`config.mk`:
```
export PLATFORM = sky130hd
export DESIGN_NAME = instr_fetch_unit
export DESIGN_NICKNAME = d
export VERILOG_FILES = /design/src/rtl/riscv_pkg.sv /design/src/rtl/fetch_next_pc.sv /design/src/rtl/instr_fetch_unit.sv
export SDC_FILE = /design/constraint.sdc
export NUM_CORES = 1
export LEC_CHECK = 0
export ABC_AREA = 0
export CAP_MARGIN = 5
export CORE_ASPECT_RATIO = 0.5
export CORE_MARGIN = 2
export CORE_UTILIZATION = 35
export CTS_BUF_LIST = sky130_fd_sc_hd__clkbuf_8
export DETAILED_ROUTE_END_ITERATION = 8
export GPL_TIMING_DRIVEN = 1
export PLACE_DENSITY = 0.68
export SYNTH_ARGS = -nofsm -noshare
export SYNTH_HDL_FRONTEND = slang
export SYNTH_SLANG_ARGS = --single-unit
export TNS_END_PERCENT = 1
```
`constraint.sdc`:
```
create_clock -name clk -period 3.99 [get_ports clk]
set_clock_uncertainty 0.05 [all_clocks]
set_input_delay 0.399 -clock clk [delete_from_list [all_inputs] [get_ports clk]]
set_output_delay 0.399 -clock clk [all_outputs]
set_load 0.01 [all_outputs]
```
`src/rtl/riscv_pkg.sv`:
```
// riscv_pkg: shared core types, including the fetch-stage state, fault causes and next-PC selects.
package riscv_pkg;
  typedef enum logic [1:0] {
    PC_SRC_PC4        = 2'd0,
    PC_SRC_BRANCH_JAL = 2'd1,
    PC_SRC_JALR       = 2'd2
  } pc_src_e;
  typedef enum logic [2:0] {BOOT, REQ, WAIT, VALID, FAULT} fetch_state_e;
  typedef enum logic [1:0] {
    FAULT_NONE       = 2'd0,
    FAULT_ACCESS     = 2'd1,
    FAULT_TIMEOUT    = 2'd2,
    FAULT_MISALIGNED = 2'd3
  } fetch_fault_e;
  localparam logic [31:0] INSTR_NOP = 32'h0000_0013;
endpackage

```
`src/rtl/fetch_next_pc.sv`:
```
// fetch_next_pc: selects the PC that follows a committed instruction and flags targets that are not word aligned.
module fetch_next_pc
  import riscv_pkg::*;
(
  input  pc_src_e     pc_src,
  input  logic [31:0] pc,
  input  logic [31:0] branch_target,
  input  logic [31:0] jalr_target,
  output logic [31:0] next_pc,
  output logic        misaligned
);
  // Any select other than a branch or JALR, including unused encodings, falls through to sequential fetch.
  always_comb begin
    next_pc    = pc_src == PC_SRC_JALR ? {jalr_target[31:1], 1'b0} :
                 pc_src == PC_SRC_BRANCH_JAL ? branch_target : pc + 32'd4;
    misaligned = next_pc[1];
  end
endmodule

```
`src/rtl/instr_fetch_unit.sv`:
```
// instr_fetch_unit: owns the PC, fetches one instruction at a time and holds it until commit;
// access errors, timeouts and misaligned targets park it in a sticky fault state.
module instr_fetch_unit
  import riscv_pkg::*;
#(
  parameter logic [31:0] RESET_PC       = 32'h0000_0000,
  parameter int unsigned TIMEOUT_CYCLES = 255
) (
  input  logic         clk,
  input  logic         rst_n,
  input  pc_src_e      pc_src,
  input  logic [31:0]  branch_target,
  input  logic [31:0]  jalr_target,
  input  logic         instr_ack,
  output logic         imem_req,
  output logic [31:0]  imem_addr,
  input  logic         imem_rvalid,
  input  logic [31:0]  imem_rdata,
  input  logic         imem_err,
  output logic [31:0]  instr,
  output logic         instr_valid,
  output logic [31:0]  pc,
  output logic [31:0]  pc_plus4,
  output logic         fetch_fault,
  output fetch_fault_e fault_cause,
  output logic [31:0]  fault_pc
);
  localparam int unsigned   CW       = TIMEOUT_CYCLES > 1 ? $clog2(TIMEOUT_CYCLES) : 1;
  localparam logic [CW-1:0] CNT_LAST = CW'(TIMEOUT_CYCLES - 1);
  fetch_state_e state_q;
  fetch_fault_e cause_q;
  logic [CW-1:0] cnt_q;
  logic [31:0] pc_q, pc_d, instr_q, fault_pc_q;
  logic req_q, valid_q, fault_q, misaligned, timeout;
  fetch_next_pc u_next_pc (
    .pc_src       (pc_src),
    .pc           (pc_q),
    .branch_target(branch_target),
    .jalr_target  (jalr_target),
    .next_pc      (pc_d),
    .misaligned   (misaligned)
  );
  assign timeout     = TIMEOUT_CYCLES != 0 && cnt_q == CNT_LAST;
  assign imem_req    = req_q;
  assign imem_addr   = pc_q;
  assign instr       = instr_q;
  assign instr_valid = valid_q;
  assign pc          = pc_q;
  assign pc_plus4    = pc_q + 32'd4;
  assign fetch_fault = fault_q;
  assign fault_cause = cause_q;
  assign fault_pc    = fault_pc_q;
  always_ff @(posedge clk or negedge rst_n) begin
    if (!rst_n) begin
      state_q    <= BOOT;
      pc_q       <= RESET_PC;
      instr_q    <= INSTR_NOP;
      valid_q    <= 1'b0;
      req_q      <= 1'b0;
      fault_q    <= 1'b0;
      cause_q    <= FAULT_NONE;
      fault_pc_q <= '0;
      cnt_q      <= '0;
    end else begin
      case (state_q)
        BOOT: begin
          state_q <= REQ;
          req_q   <= 1'b1;
        end
        REQ: begin
          state_q <= WAIT;
          req_q   <= 1'b0;
          cnt_q   <= '0;
        end
        WAIT: begin
          cnt_q <= cnt_q + CW'(1);
          // A response arriving on the timeout cycle still counts as a response.
          if (imem_rvalid && !imem_err) begin
            instr_q <= imem_rdata;
            valid_q <= 1'b1;
            state_q <= VALID;
          end else if (imem_rvalid || timeout) begin
            fault_q    <= 1'b1;
            cause_q    <= imem_rvalid ? FAULT_ACCESS : FAULT_TIMEOUT;
            fault_pc_q <= pc_q;
            state_q    <= FAULT;
          end
        end
        VALID: begin
          if (instr_ack) begin
            valid_q <= 1'b0;
            if (misaligned) begin
              fault_q    <= 1'b1;
              cause_q    <= FAULT_MISALIGNED;
              fault_pc_q <= pc_d;
              state_q    <= FAULT;
            end else begin
              pc_q    <= pc_d;
              req_q   <= 1'b1;
              state_q <= REQ;
            end
          end
        end
        default: ;
      endcase
    end
  end
endmodule

```
# After elaboration in Yosys (flattened, before gate mapping)
# Index checks and enable logic that the tools add are counted.
# totals
in_bits	103
ff_bits	111
out_inout_bits	165
# op_classes
n_reduce_logical	14
add_sub_neg	2
n_bitwise	1
mux	30
eq_ne	13
# op_table
operator	count
$mux 32	6
$pmux 32 s2	1
$add 32x3->32 const B	1
$pmux 8 s2	1
$mux 3	4
$ne 2x2->1 const B	6
$pmux 3 s4	1
$reduce_and 3->1	4
$mux 2	5
$add 8x1->8 const B	1
$eq 8x8->1 const B	1
$mux 1	8
$eq 3x2->1 const B	2
$reduce_and 5->1	1
$pmux 1 s2	2
$pmux 2 s2	1
$reduce_bool 2->1	2
$reduce_bool 4->1	1
$eq 3x1->1 const B	1
$logic_not 3->1	1
$ne 3x3->1 const B	1
$pmux 1 s3	1
$reduce_bool 3->1	1
$eq 2x1->1 const B	1
6 further kinds	6

# Longest topological paths before layout
# Gate-level depths: netlist (run 1).
# depth
word_depth	6
mapped_depth	10
mapped_depth_nobuf	8

# By module
# Synthesis (run 1) repeated with hierarchy kept, for this count alone.
# unflattened
hier_cells	606
hier_area_um2	6678.9
# modules_own_cells
module	cells_per_inst	area_per_inst_um2	n_inst
instr_fetch_unit	428	5535.3	1
fetch_next_pc	178	1143.6	1

# Worst setup path before layout (run 1)
# OpenSTA, ideal clock, no wires.
# synth_timing
path_kind	reg2out
startpoint	reg pc_q[3], in the netlist imem_addr[3]
endpoint	out pc_plus4[30]
path_slack_ns	1.743
path_stages_with_launch	6
required_ns	3.541
arrival_time_ns	1.798
cell_sequence	dfrtp_1 ha_1 nand4_2 nor4_4 and4_1 xor2_1
# synth_via
elab_chain_len	1
# synth_rtl
item	line_no	source
from (decl)	instr_fetch_unit.sv:33	logic [31:0] pc_q, pc_d, instr_q, fault_pc_q;
from (signal assigned)	instr_fetch_unit.sv:98	pc_q <= pc_d;
$add 32x3->32	instr_fetch_unit.sv:49	assign pc_plus4 = pc_q + 32'd4;
to (decl)	instr_fetch_unit.sv:23	output logic [31:0] pc_plus4,
# No other way between the ends.

# Worst setup path after layout (run 1)
# layout_timing
startpoint	reg pc_q[2], in the netlist imem_addr[2]
endpoint	out pc_plus4[30]
# Same word-level chain as after synthesis.

==> qor.yml, run 1 <==
placed_design:
  finalWeightedCongestion: 0.877
  dp.cells: 1107
  place_area_um2: 8910
  port_buffers: 263
  dp_hpwl_mm: 15.4
worst_setup_path:
  critPathMaxFanout: 13
  critPathLaunchType: "flop"
  critPathRequiredTime_ns: 3.54
  endpoint_kind: "output port"
  worstPathArrival_ns: 3.20
  reg2reg_setup_slack_ns: 1.17
  cp_cell_sequence: "ha_1, nand4_2, nor4_4, and4_1, xor2_1, clkdlybuf4s50_1"
  r2r_end: "fault_pc[5]"
  critPathMaxStageDelay_ns: 0.64
  crit_path_top_delay_cell: "dfrtp_1"
  reg2reg_from: "state_q[2]"
  crit_type: "reg2out"
  rr_worst_depth: 8
global_routing:
  grt_use_met1_pct: 28.4
  use_met2_pct: 36.8
  antenna_found_initial: 0
  grt_pass1_wl_mm: 33.0
  grt_max_degree: 60
  overflow: 0
  grt_pass1_vias: 6011
  groute.usage.overall_pct: 21.5
  met3_usage_pct: 4.27
  busiest_layer: "met2"
drt:
  postRouteAntennaNets: 0
  num_vias: 5985
  viasPerCell: 5.33
  routed_wl_mm: 21.1
  drc: 0
  initialDrtViolationCount: 403
  post_drt_wl_per_cell_um: 18.8
  dr.pass1.iters: 5
finish:
  layout_commonest_cell: "clkdlybuf4s50_1"
  stdcell_area_um2: 9140
  drive_above_1_share_pct: 10.1
  mostFrequentLayoutCells: "clkdlybuf4s50_1 (262), dfrtp_1 (108), nand2_1 (64), o21ai_0 (62), nor2_1 (46)"
  finalNonFillerCells: 1123
  multi_input_area_um2: 3060
  ff_latch_area_um2: 2780
  final_util_pct: 52.1
  diodes: 0
  fillers: 1626
  areaGrowthSynthToFinish_pct: 44.2
  nets: 990
power:
  switching_share_pct: 38.2
  p_clk_share_pct: 12.8
  ir_drop_mv: 0.258
  leakagePower_nw: 3.86
  p_switching_mw: 2.25
  pwr-share-comb_pct: 50.6
  p_seq_share_pct: 36.6
  p_int_mw: 3.64
  power_per_cell_area_nw_per_um2: 644
status:
  status: "finished clean"
die:
  die_y_um: 99.1
  dieArea_um2: 19300
  core_um2: 17500
  ioPinCount: 268
  start_util_pct: 36.1
  row_count: 34
  die_w_um: 194
synth:
  synth-edff-count: 0
  ys_seq_area_share_pct: 43.9
  ys_types: 65
  avgSynthCellArea_um2: 9.36
  synth_seq_cells: 111
  yosysWarnings: 0
  synthFlopType: "dfrtp_1"
  async_flop_share_pct: 100
  syn-cell-area_um2: 6330
  synth_cells: 677
cts:
  clock-sinks: 111
  cts_hold_buf: 0
  cts-root-buf: "clkbuf_8"
  cts_buffers: 9
  clk_pin_slew_ns: 0.12
  cts.htree.levels: 3
  clk-insertion-delay-late_ns: 0.39
  clock_path_buffers: 2
  cts_tree: "yes"
  cts_setup_buffers: 0
  cts_resized: 0
sta:
  setup_tns_ns: 0
  finalHoldViolCount: 0
  max_slew_margin_pct: 27.1
  tightest_slew_ns: 1.09
  final_max_slew_viol_count: 0
  fmax_ghz: 0.274
  setup_viol: 0
  rsz0062_at_grt: "false"
  period_needed_ns: 3.64
  fin_crit_sh_pct: 91.3
flow_run:
  cap_violations: 0
hold_path:
  hold_path_class: "in2async"
registers in the layout, indices dropped and copies added, names as in the netlist:
name / cells
imem_addr: 31
instr: 32
state_q: 3
cnt_q: 8
instr_valid: 1
fetch_fault: 1
fault_cause: 2
imem_req: 1
fault_pc: 32
cell usage after synthesis, drive strengths merged, types with 3 or more instances:
| library cell | instances | area [µm²] |
|---|---|---|
| o22a | 7 | 61.3 |
| nor2b | 4 | 25.0 |
| mux2 | 36 | 405 |
| a31oi | 15 | 93.8 |
| nor4 | 7 | 92.6 |
| nor2 | 46 | 173 |
| a22oi | 5 | 37.5 |
| nand3 | 26 | 143 |
| ha | 3 | 37.5 |
| clkbuf | 34 | 130 |
| dfrtp | 108 | 2700 |
| inv | 11 | 41.3 |
| a21o | 7 | 52.6 |
| xor2 | 13 | 121 |
| a221oi | 3 | 26.3 |
| o22ai | 8 | 50.1 |
| nand3b | 3 | 22.5 |
| buf | 49 | 330 |
| or2 | 3 | 18.8 |
| nand2b | 3 | 18.8 |
| and3 | 26 | 163 |
| o31ai | 4 | 40.0 |
| o211ai | 5 | 37.5 |
| o21ai | 66 | 330 |
| nor3 | 6 | 30.0 |
| dfstp | 3 | 78.8 |
| mux2i | 11 | 110 |
| a21oi | 40 | 200 |
| xnor2 | 15 | 131 |
| nand2 | 64 | 240 |
| a22o | 4 | 35.0 |
| a211o | 3 | 26.3 |
| nand4 | 12 | 96.3 |
metrics by stage:
stage          setup WS [ns]  hold WS (ns)  power, mW
2_1_floorplan           1.74        0.0534       3.45
5_1_grt                0.168        0.0667       6.23
6_report               0.346        0.0185       5.89
4_1_cts                0.356        0.0511       5.94
3_3_place_gp           0.824         0.400       5.11
3_5_place_dp           0.803         0.404       5.16
worst max-delay path, delay by kind of cell, from the launching register on:
family / cells / cell delay, ns
simple gates: 3 / 1.17
flops: 1 / 0.64
fa+ha+maj: 1 / 0.30
xor+xnor: 1 / 0.16
buf+inv: 1 / 0.55
how the worst max path moves through the flow:
stage            startpoint            to  slack (ns)  cells after the start
6_report       imem_addr[2]  pc_plus4[30]        0.35                      6
5_1_grt        imem_addr[2]  pc_plus4[30]        0.17                      6
4_1_cts        imem_addr[2]  pc_plus4[30]        0.36                      6
3_5_place_dp   imem_addr[2]  pc_plus4[30]        0.80                      6
3_3_place_gp   imem_addr[2]  pc_plus4[30]        0.82                      6
2_1_floorplan  imem_addr[3]  pc_plus4[30]        1.74                      5
power groups by stage:
stage	combinational (mW)	clock, mW	sequential, mW
5_1_grt	3.17	0.821	2.24
4_1_cts	3.00	0.782	2.15
3_5_place_dp	2.99	0	2.17
6_report	2.98	0.753	2.16
2_1_floorplan	1.28	0	2.17
3_3_place_gp	2.96	0	2.14
area by class of cell:
| type | instances | share of cell area (%) |
|---|---|---|
| clock buffer | 10 | 1.51 |
| sequential | 111 | 30.4 |
| clock inverter | 6 | 0.918 |
| multi-input combinational | 474 | 33.5 |
| timing repair buffer | 277 | 29.9 |
| tap | 234 | 3.20 |
| inverter | 11 | 0.452 |
kinds of logic (layout without fill, tap and decap cells):
group	Yosys count	count (layout)	synth area share, %
flops	111	111	43.9
mux	47	47	8.14
simple gates	211	211	17.6
buf+inv	94	304	7.92
xor+xnor	28	28	3.99
fa+ha+maj	3	3	0.593
compound gates	182	182	17.8
other cells	1	3	0.0592
layer usage:
layer	wire [µm]	share of wire, %
met4	286	1.4
met5	0	0
met2	10500	50
met1	9120	43
met3	1240	5.9
(Power assumes the default switching activity.)
==> run 2: changes to the inputs <==
- clock period: 3.99 -> 4.15 ns (I/O delays scaled with it)
==> run 2 against run 1 <==
  * Sequential share of layout area is essentially flat
  * Worst hold slack better by 0.060 ns
  * Final area about the same
  * Critical path depth stayed put
  * First-iteration DRC count shrank 22%
  * Critical path type unchanged
  * Largest power group unchanged
==> qor.yml, run 2 (same netlist as run 1, synthesis figures left out) <==
status:
  status: "finished clean"  # unchanged
sta:
  max_slew_margin_pct: 43.4  # was 27.1%
  tightest_slew_ns: 0.849  # was 1.09 ns
  fmax_ghz: 0.269
  final_max_slew_viol_count: 0  # unchanged
  setup_tns_ns: 0  # unchanged
  period_needed_ns: 3.72
  finalHoldViolCount: 0  # unchanged
  fin_crit_sh_pct: 89.5
  setup_viol: 0  # unchanged
  rsz0062_at_grt: "false"  # unchanged
die:
  die_w_um: 194  # unchanged
  start_util_pct: 36.1  # unchanged
  die_y_um: 99.1  # unchanged
  row_count: 34  # unchanged
  core_um2: 17500  # unchanged
  ioPinCount: 268  # unchanged
  dieArea_um2: 19300  # unchanged
placed_design:
  dp_hpwl_mm: 15.4  # about the same
  dp.cells: 1108  # was 1107
  finalWeightedCongestion: 0.869  # was 0.877
  port_buffers: 263  # unchanged
global_routing:
  antenna_found_initial: 0  # unchanged
  grt_pass1_vias: 5925  # was 6011
  grt_use_met1_pct: 28.3  # was 28.4%
  grt_max_degree: 65  # was 60
  busiest_layer: "met2"  # unchanged
  use_met2_pct: 34.9  # was 36.8%
  grt_pass1_wl_mm: 32.8  # was 33.0 mm
  met3_usage_pct: 4.68  # was 4.27%
  groute.usage.overall_pct: 21.3  # was 21.5%
  overflow: 0  # unchanged
cts:
  cts_hold_buf: 0  # unchanged
  cts_setup_buffers: 0  # unchanged
  cts_resized: 0  # unchanged
  cts-root-buf: "clkbuf_8"  # unchanged
  clk-insertion-delay-late_ns: 0.37  # was 0.39 ns
  cts_buffers: 9  # unchanged
  clock_path_buffers: 2  # unchanged
  clock-sinks: 111  # unchanged
  cts_tree: "yes"  # unchanged
  cts.htree.levels: 3  # unchanged
  clk_pin_slew_ns: 0.11  # was 0.12 ns
drt:
  drc: 0  # unchanged
  dr.pass1.iters: 5  # unchanged
  post_drt_wl_per_cell_um: 18.6  # was 18.8 µm
  initialDrtViolationCount: 315  # was 403
  postRouteAntennaNets: 0  # unchanged
  viasPerCell: 5.33  # about the same
  num_vias: 5990  # was 5985
  routed_wl_mm: 20.9  # was 21.1 mm
hold_path:
  hold_path_class: "in2async"  # unchanged
worst_setup_path:
  critPathMaxFanout: 13  # unchanged
  endpoint_kind: "output port"  # unchanged
  cp_cell_sequence: "ha_1, nand4_2, nor4_4, and4_1, xor2_1, clkdlybuf4s50_1"  # unchanged
  worstPathArrival_ns: 3.25  # was 3.20 ns
  crit_path_top_delay_cell: "dfrtp_1"  # unchanged
  critPathMaxStageDelay_ns: 0.65  # was 0.64 ns
  critPathRequiredTime_ns: 3.68  # was 3.54 ns
  crit_type: "reg2out"  # unchanged
  critPathLaunchType: "flop"  # unchanged
flow_run:
  cap_violations: 0  # unchanged
finish:
  areaGrowthSynthToFinish_pct: 44.2  # about the same
  fillers: 1591  # was 1626
  mostFrequentLayoutCells: "clkdlybuf4s50_1 (262), dfrtp_1 (108), nand2_1 (64), o21ai_0 (62), nor2_1 (46)"  # unchanged
  diodes: 0  # unchanged
  nets: 991  # was 990
  layout_commonest_cell: "clkdlybuf4s50_1"  # unchanged
  drive_above_1_share_pct: 10.2  # was 10.1%
  finalNonFillerCells: 1124  # was 1123
power:
  leakagePower_nw: 3.86  # about the same
  power_per_cell_area_nw_per_um2: 617  # was 644 nW/µm²
  ir_drop_mv: 0.264  # was 0.258 mV
[run 2: changes by cell type in the layout (fill, tap and decap cells not counted), sizes merged]
cell,previous run,this run
buf,15,16
clkinvlp,0,1
clkinv,1,2
inv,15,13
[run 2: cell type report]
cell class	instances	area, µm²	area share [%]
flip-flops and latches	111	2780	30.4
clock inverters	6	77.6	0.849
clock buffers	10	138	1.51
well taps	234	293	3.20
inverters	11	41.3	0.452
repair buffers	278	2740	30.0
multi-input cells	474	3060	33.5
[run 2: where the power goes]
part / internal (mW) / switching, mW
registers: 1.52 / 0.549
clock network: 0.307 / 0.396
logic: 1.66 / 1.20
total: 3.49 / 2.15
[run 2: path summary, 6_finish.rpt]
kind	start	to	slack, ns	cells after the start
setup / recovery	imem_addr[2]	pc_plus4[30]	0.43	6
hold / removal	rst_n	cnt_q[5]	0.08	1
setup reg to reg	state_q[0]	fault_pc[19]	1.26	7
hold reg to reg	fetch_fault	fetch_fault	0.43	1
max in group asynchronous	rst_n	imem_addr[27]	3.08	2
min in group clk	fetch_fault	fetch_fault	0.43	1
[run 2: worst max-delay path, delay by kind of cell, from the launching register on]
kind / cells / cell delay [ns]
XOR/XNOR: 1 / 0.15
adder cells (fa/ha/maj): 1 / 0.32
buffers and inverters: 1 / 0.55
flip-flops: 1 / 0.65
AND/OR/NAND/NOR: 3 / 1.19
[run 2: per-stage QoR]
stage               total power [mW]  hold slack (ns)  util [%]  setup WS (ns)  cell area, µm²
global placement                4.92            0.401      50.9          0.928            8920
finish                          5.64           0.0790      52.1          0.434            9140
CTS                             5.69            0.101      52.1          0.463            9140
global route                    5.97            0.116      52.1          0.302            9140
floorplan                       3.32           0.0694         -           1.89            6340
detailed placement              4.96            0.404      50.9          0.903            8920
[run 2: layer usage]
layer | up-vias | wire length [µm]
met2 | 212 | 9880
met5 | - | 0
li1 | 2797 | -
met3 | 38 | 1240
met1 | 2943 | 9180
met4 | 0 | 587
==> run 3: changes to the inputs <==
- GPL_TIMING_DRIVEN: 1 -> 0
==> run 3 against run 2 <==
  * Worst setup slack worse by 0.038 ns
  * Final cell count up 6.1%
  * First-iteration DRC count up 61%
  * Clock power is 12% lower
  * Non-clock buffer count up 69
  * Maximum frequency down 1.0%
  * Sequential cell count stayed put
  * Utilization is 1.9 points higher
  * Count of clock-buffer cells in the layout decreased by 1
  * Critical endpoint is now pc_plus4[27]
  * Largest power group unchanged
==> qor.yml, run 3 (same netlist as run 1, synthesis figures left out) <==
drt:
  viasPerCell: 5.45  # was 5.33
  initialDrtViolationCount: 506  # was 315
  drc: 0  # unchanged
  num_vias: 6500  # was 5990
  post_drt_wl_per_cell_um: 19.6  # was 18.6 µm
  dr.pass1.iters: 5  # unchanged
  postRouteAntennaNets: 0  # unchanged
  routed_wl_mm: 23.4  # was 20.9 mm
die:
  die_y_um: 99.1  # unchanged
  ioPinCount: 268  # unchanged
  start_util_pct: 36.1  # unchanged
  core_um2: 17500  # unchanged
  dieArea_um2: 19300  # unchanged
  die_w_um: 194  # unchanged
  row_count: 34  # unchanged
worst_setup_path:
  critPathRequiredTime_ns: 3.68  # about the same
  path_delay_family: "simple AND/OR/NAND/NOR gates"  # unchanged
  worstPathArrival_ns: 3.29  # was 3.25 ns
  cp.buffers_inverters: 1  # unchanged
  crit_path_top_delay_cell: "nor4_2"  # was dfrtp_1
  endpoint_kind: "output port"  # unchanged
  critPathLaunchType: "flop"  # unchanged
  critPathMaxStageDelay_ns: 0.77  # was 0.65 ns
  cp_cell_sequence: "nand3_1, nor4_2, nand2_1, nor2_1, xor2_1, clkdlybuf4s50_1"  # was ha_1, nand4_2, nor4_4, and4_1, xor2_1, clkdlybuf4s50_1
  crit_type: "reg2out"  # unchanged
  critPathMaxFanout: 8  # was 13
global_routing:
  groute.usage.overall_pct: 23.6  # was 21.3%
  grt_pass1_vias: 6370  # was 5925
  grt_pass1_wl_mm: 35.5  # was 32.8 mm
  grt_max_degree: 83  # was 65
  antenna_found_initial: 0  # unchanged
  overflow: 0  # unchanged
cts:
  cts_resized: 0  # unchanged
  cts_buffers: 9  # unchanged
  cts.htree.levels: 3  # unchanged
  clock-sinks: 111  # unchanged
  clk-insertion-delay-late_ns: 0.40  # was 0.37 ns
  clock_path_buffers: 2  # unchanged
  cts_setup_buffers: 0  # unchanged
  cts_tree: "yes"  # unchanged
  clk_pin_slew_ns: 0.11  # about the same
  cts-root-buf: "clkbuf_8"  # unchanged
power:
  ir_drop_mv: 0.310  # was 0.264 mV
  leakagePower_nw: 4.08  # was 3.86 nW
  power_per_cell_area_nw_per_um2: 614  # was 617 nW/µm²
  p_total_mw: 5.81  # was 5.64 mW
sta:
  tightest_slew_ns: 0.888  # was 0.849 ns
  setup_viol: 0  # unchanged
  holdWs_ns: 0.396  # was 0.0790 ns
  rsz0062_at_grt: "false"  # unchanged
  final_max_slew_viol_count: 0  # unchanged
  period_needed_ns: 3.75  # was 3.72 ns
  finalHoldViolCount: 0  # unchanged
  fin_crit_sh_pct: 90.4  # was 89.5%
  fmax_ghz: 0.266  # was 0.269 GHz
  max_slew_margin_pct: 40.6  # was 43.4%
flow_run:
  cap_violations: 0  # unchanged
placed_design:
  finalWeightedCongestion: 0.921  # was 0.869
  port_buffers: 262  # was 263
  dp_hpwl_mm: 17.6  # was 15.4 mm
finish:
  areaGrowthSynthToFinish_pct: 49.5  # was 44.2%
  diodes: 0  # unchanged
  mostFrequentLayoutCells: "clkdlybuf4s50_1 (261), dfrtp_1 (108), nand2_1 (64), o21ai_0 (62), nor2_1 (46)"  # was clkdlybuf4s50_1 (262), dfrtp_1 (108), nand2_1 (64), o21ai_0 (62), nor2_1 (46)
  drive_above_1_share_pct: 12.8  # was 10.2%
  nets: 1060  # was 991
  layout_commonest_cell: "clkdlybuf4s50_1"  # unchanged
  fillers: 1654  # was 1591
status:
  status: "finished clean"  # unchanged
hold_path:
  hold_path_class: "in2async"  # unchanged
-- run 3: layer usage --
| layer | track usage (%) | wire length (µm) | vias to the layer above |
|---|---|---|---|
| li1 | - | - | 2942 |
| met4 | 5.89 | 434 | 0 |
| met3 | 5.76 | 1920 | 44 |
| met2 | 38.7 | 11100 | 309 |
| met1 | 31.5 | 9950 | 3205 |
| met5 | 0 | 0 | - |
-- run 3: report_power, final --
part / internal (mW) / leakage [nW] / switching, mW
clock network: 0.221 / 0.0977 / 0.398
registers: 1.53 / 1.43 / 0.446
logic: 1.84 / 2.56 / 1.38
-- run 3: metrics by stage --
| stage | cell area, µm² | setup TNS [ns] | std cells | setup WS, ns | utilization [%] |
|---|---|---|---|---|---|
| after floorplan | 6340 | 0 | 679 | 1.89 | - |
| after global placement | 9260 | -188.51 | 1175 | -1.75 | 52.8 |
| after detailed placement | 9290 | 0 | 1176 | 0.932 | 53.0 |
| after CTS | 9470 | 0 | 1193 | 0.472 | 54.0 |
| after global routing | 9470 | 0 | 1193 | 0.282 | 54.0 |
| final | 9470 | 0 | 1193 | 0.396 | 54.0 |
-- run 3: worst reg2reg max path: stages (launching register included) --
cell     delay, ns
dfrtp_1       0.57
nand3_1       0.31
nor4_2        0.77
nand2_1       0.33
o22ai_1       0.22
a32oi_1       0.09
o221a_2       0.28
-- run 3: timing repair --
item,in CTS,in global routing
hold buffers,1,0
hold endpoints to repair,27,0
endpoints found under the setup margin,0,0
-- run 3: worst paths after layout --
path	cells past startpoint	slack, ns	start	endpoint
worst max register to register	6	1.43	imem_addr[6]	imem_addr[21]
max in group asynchronous	3	2.92	rst_n	fault_pc[16]
min in group clk	1	0.43	fetch_fault	fetch_fault
worst max-delay path	6	0.40	imem_addr[6]	pc_plus4[27]
worst min register to register	1	0.43	fetch_fault	fetch_fault
worst min-delay path	2	0.40	rst_n	cnt_q[4]
-- run 3: layout make-up --
type / instances / area (µm²) / share of cell area (%)
Buffer: 83 / 460 / 4.86
Inverter: 11 / 41.3 / 0.436
Multi-Input combinational cell: 474 / 3060 / 32.3
Timing Repair Buffer: 264 / 2660 / 28.1
Tap cell: 234 / 293 / 3.09
Sequential cell: 111 / 2780 / 29.4
Clock buffer: 9 / 124 / 1.31
Clock inverter: 7 / 50.0 / 0.528
==> RTL change: new RTL, settings of run 1 <==
The 5 states of `fetch_state_e` get a one-hot encoding in 5 bits.
--- a/src/rtl/riscv_pkg.sv
+++ b/src/rtl/riscv_pkg.sv
@@ -5,7 +5,7 @@
     PC_SRC_BRANCH_JAL = 2'd1,
     PC_SRC_JALR       = 2'd2
   } pc_src_e;
-  typedef enum logic [2:0] {BOOT, REQ, WAIT, VALID, FAULT} fetch_state_e;
+  typedef enum logic [4:0] {BOOT = 5'b00001, REQ = 5'b00010, WAIT = 5'b00100, VALID = 5'b01000, FAULT = 5'b10000} fetch_state_e;
   typedef enum logic [1:0] {
     FAULT_NONE       = 2'd0,
     FAULT_ACCESS     = 2'd1,
Function: no difference found for any inputs over 4 cycles, from zero or initial values and one cycle with rst_n low; so few cycles prove little.
==> RTL change against run 1 <==
Total power grew 3.8%; non-clock buffer count is the same; sequential cell count grew 2; final area grew 6.6%; die area grew 5.6%; utilization grew 0.32 points; synthesized area grew 5.8%; count of clock-buffer cells in the layout grew 7; critical path depth is the same; cell count grew 8.5%; routed wire length grew 1.9%; global-route usage is essentially flat; setup slack lost 0.045 ns; critical path type unchanged.
==> RTL change: results (changes against run 1) <==
<table>
<tr><th>Metric</th><th>Value</th></tr>
<tr><th colspan="2">Run status</th></tr>
<tr><td>Outcome</td><td>completed (unchanged)</td></tr>
<tr><th colspan="2">Routing</th></tr>
<tr><td>Met3 wire length</td><td>1287 um (was 1240 um)</td></tr>
<tr><th colspan="2">Global routing</th></tr>
<tr><td>Via count of the first global-routing pass</td><td>6489 (was 6011)</td></tr>
<tr><td>GR Layer Usage met1</td><td>27.45% (was 28.42%)</td></tr>
<tr><th colspan="2">Finish</th></tr>
<tr><td>Multi-input gate area in the final layout</td><td>3332 um2 (was 3064 um2)</td></tr>
<tr><td>Fraction of cell area in non-clock buffers</td><td>28.01% (was 29.94%)</td></tr>
<tr><td>Storage cell area</td><td>2833 um2 (was 2781 um2)</td></tr>
<tr><td>Clock distribution area overhead in the final layout</td><td>4.548% (was 2.424%)</td></tr>
<tr><td>Number of nets in the final layout</td><td>1052 (was 990)</td></tr>
<tr><td>Layout cell share with drive strength beyond 1</td><td>12.51% (was 10.12%)</td></tr>
<tr><td>Number of inserted filler cells in the final layout</td><td>1731 (was 1626)</td></tr>
<tr><th colspan="2">Yosys</th></tr>
<tr><td>XOR/XNOR Fraction of Synth Area</td><td>3.117% (was 3.990%)</td></tr>
<tr><td>Fraction of the mapped netlist area in adder cells</td><td>0.5599% (was 0.5925%)</td></tr>
<tr><td>Leading post-synthesis cells by instance count</td><td>109 x sky130_fd_sc_hd__dfrtp_1, 77 x sky130_fd_sc_hd__nand2_1, 65 x sky130_fd_sc_hd__nor2_1, 47 x sky130_fd_sc_hd__o21ai_0, 43 x sky130_fd_sc_hd__mux2_2 (was 108 x sky130_fd_sc_hd__dfrtp_1, 64 x sky130_fd_sc_hd__nand2_1, 62 x sky130_fd_sc_hd__o21ai_0, 46 x sky130_fd_sc_hd__nor2_1, 40 x sky130_fd_sc_hd__a21oi_1)</td></tr>
<tr><td>Sequential share of the synthesized area</td><td>42.25% (was 43.91%)</td></tr>
<tr><td>Mux cell area share after synthesis</td><td>9.462% (was 8.137%)</td></tr>
<tr><td>Compound-cell area share of the yosys netlist</td><td>16.69% (was 17.78%)</td></tr>
<tr><th colspan="2">Die</th></tr>
<tr><td>Tap cell count</td><td>259 (was 234)</td></tr>
<tr><th colspan="2">Clocking</th></tr>
<tr><td>Number of levels in the clock H-tree</td><td>4 (was 3)</td></tr>
<tr><th colspan="2">Pwr</th></tr>
<tr><td>Leakage</td><td>4.090 nW (was 3.863 nW)</td></tr>
</table>
RTL change: changes by cell type in the layout (fill, tap and decap cells not counted), moves of 10 or more:
cell	change
sky130_fd_sc_hd__nor2_1	+19
sky130_fd_sc_hd__and3_1	-20
sky130_fd_sc_hd__o21ai_0	-15
sky130_fd_sc_hd__nor3_1	+15
sky130_fd_sc_hd__inv_1	+10
sky130_fd_sc_hd__nand2_1	+13
RTL change: through the flow:
step	hold WS [ns]	total power, mW	utilization, %	instances	setup slack [ns]
final	0.3366	6.109	52.45	1218	0.3003
after detailed placement	0.4083	4.909	50.01	1185	0.7216
after floorplan	0.05341	3.322	-	737	1.713
after global routing	0.3344	6.491	52.45	1218	0.02263
after CTS	0.3057	6.164	52.45	1218	0.2342
after global placement	0.4036	4.852	50.01	1185	0.8072
RTL change: worst register-to-register path: cells and delay by family (launching register included):
family	cells	cell delay (ns)
flops	1	0.45
simple gates	3	0.87
buf+inv	1	0.45
compound gates	3	0.78
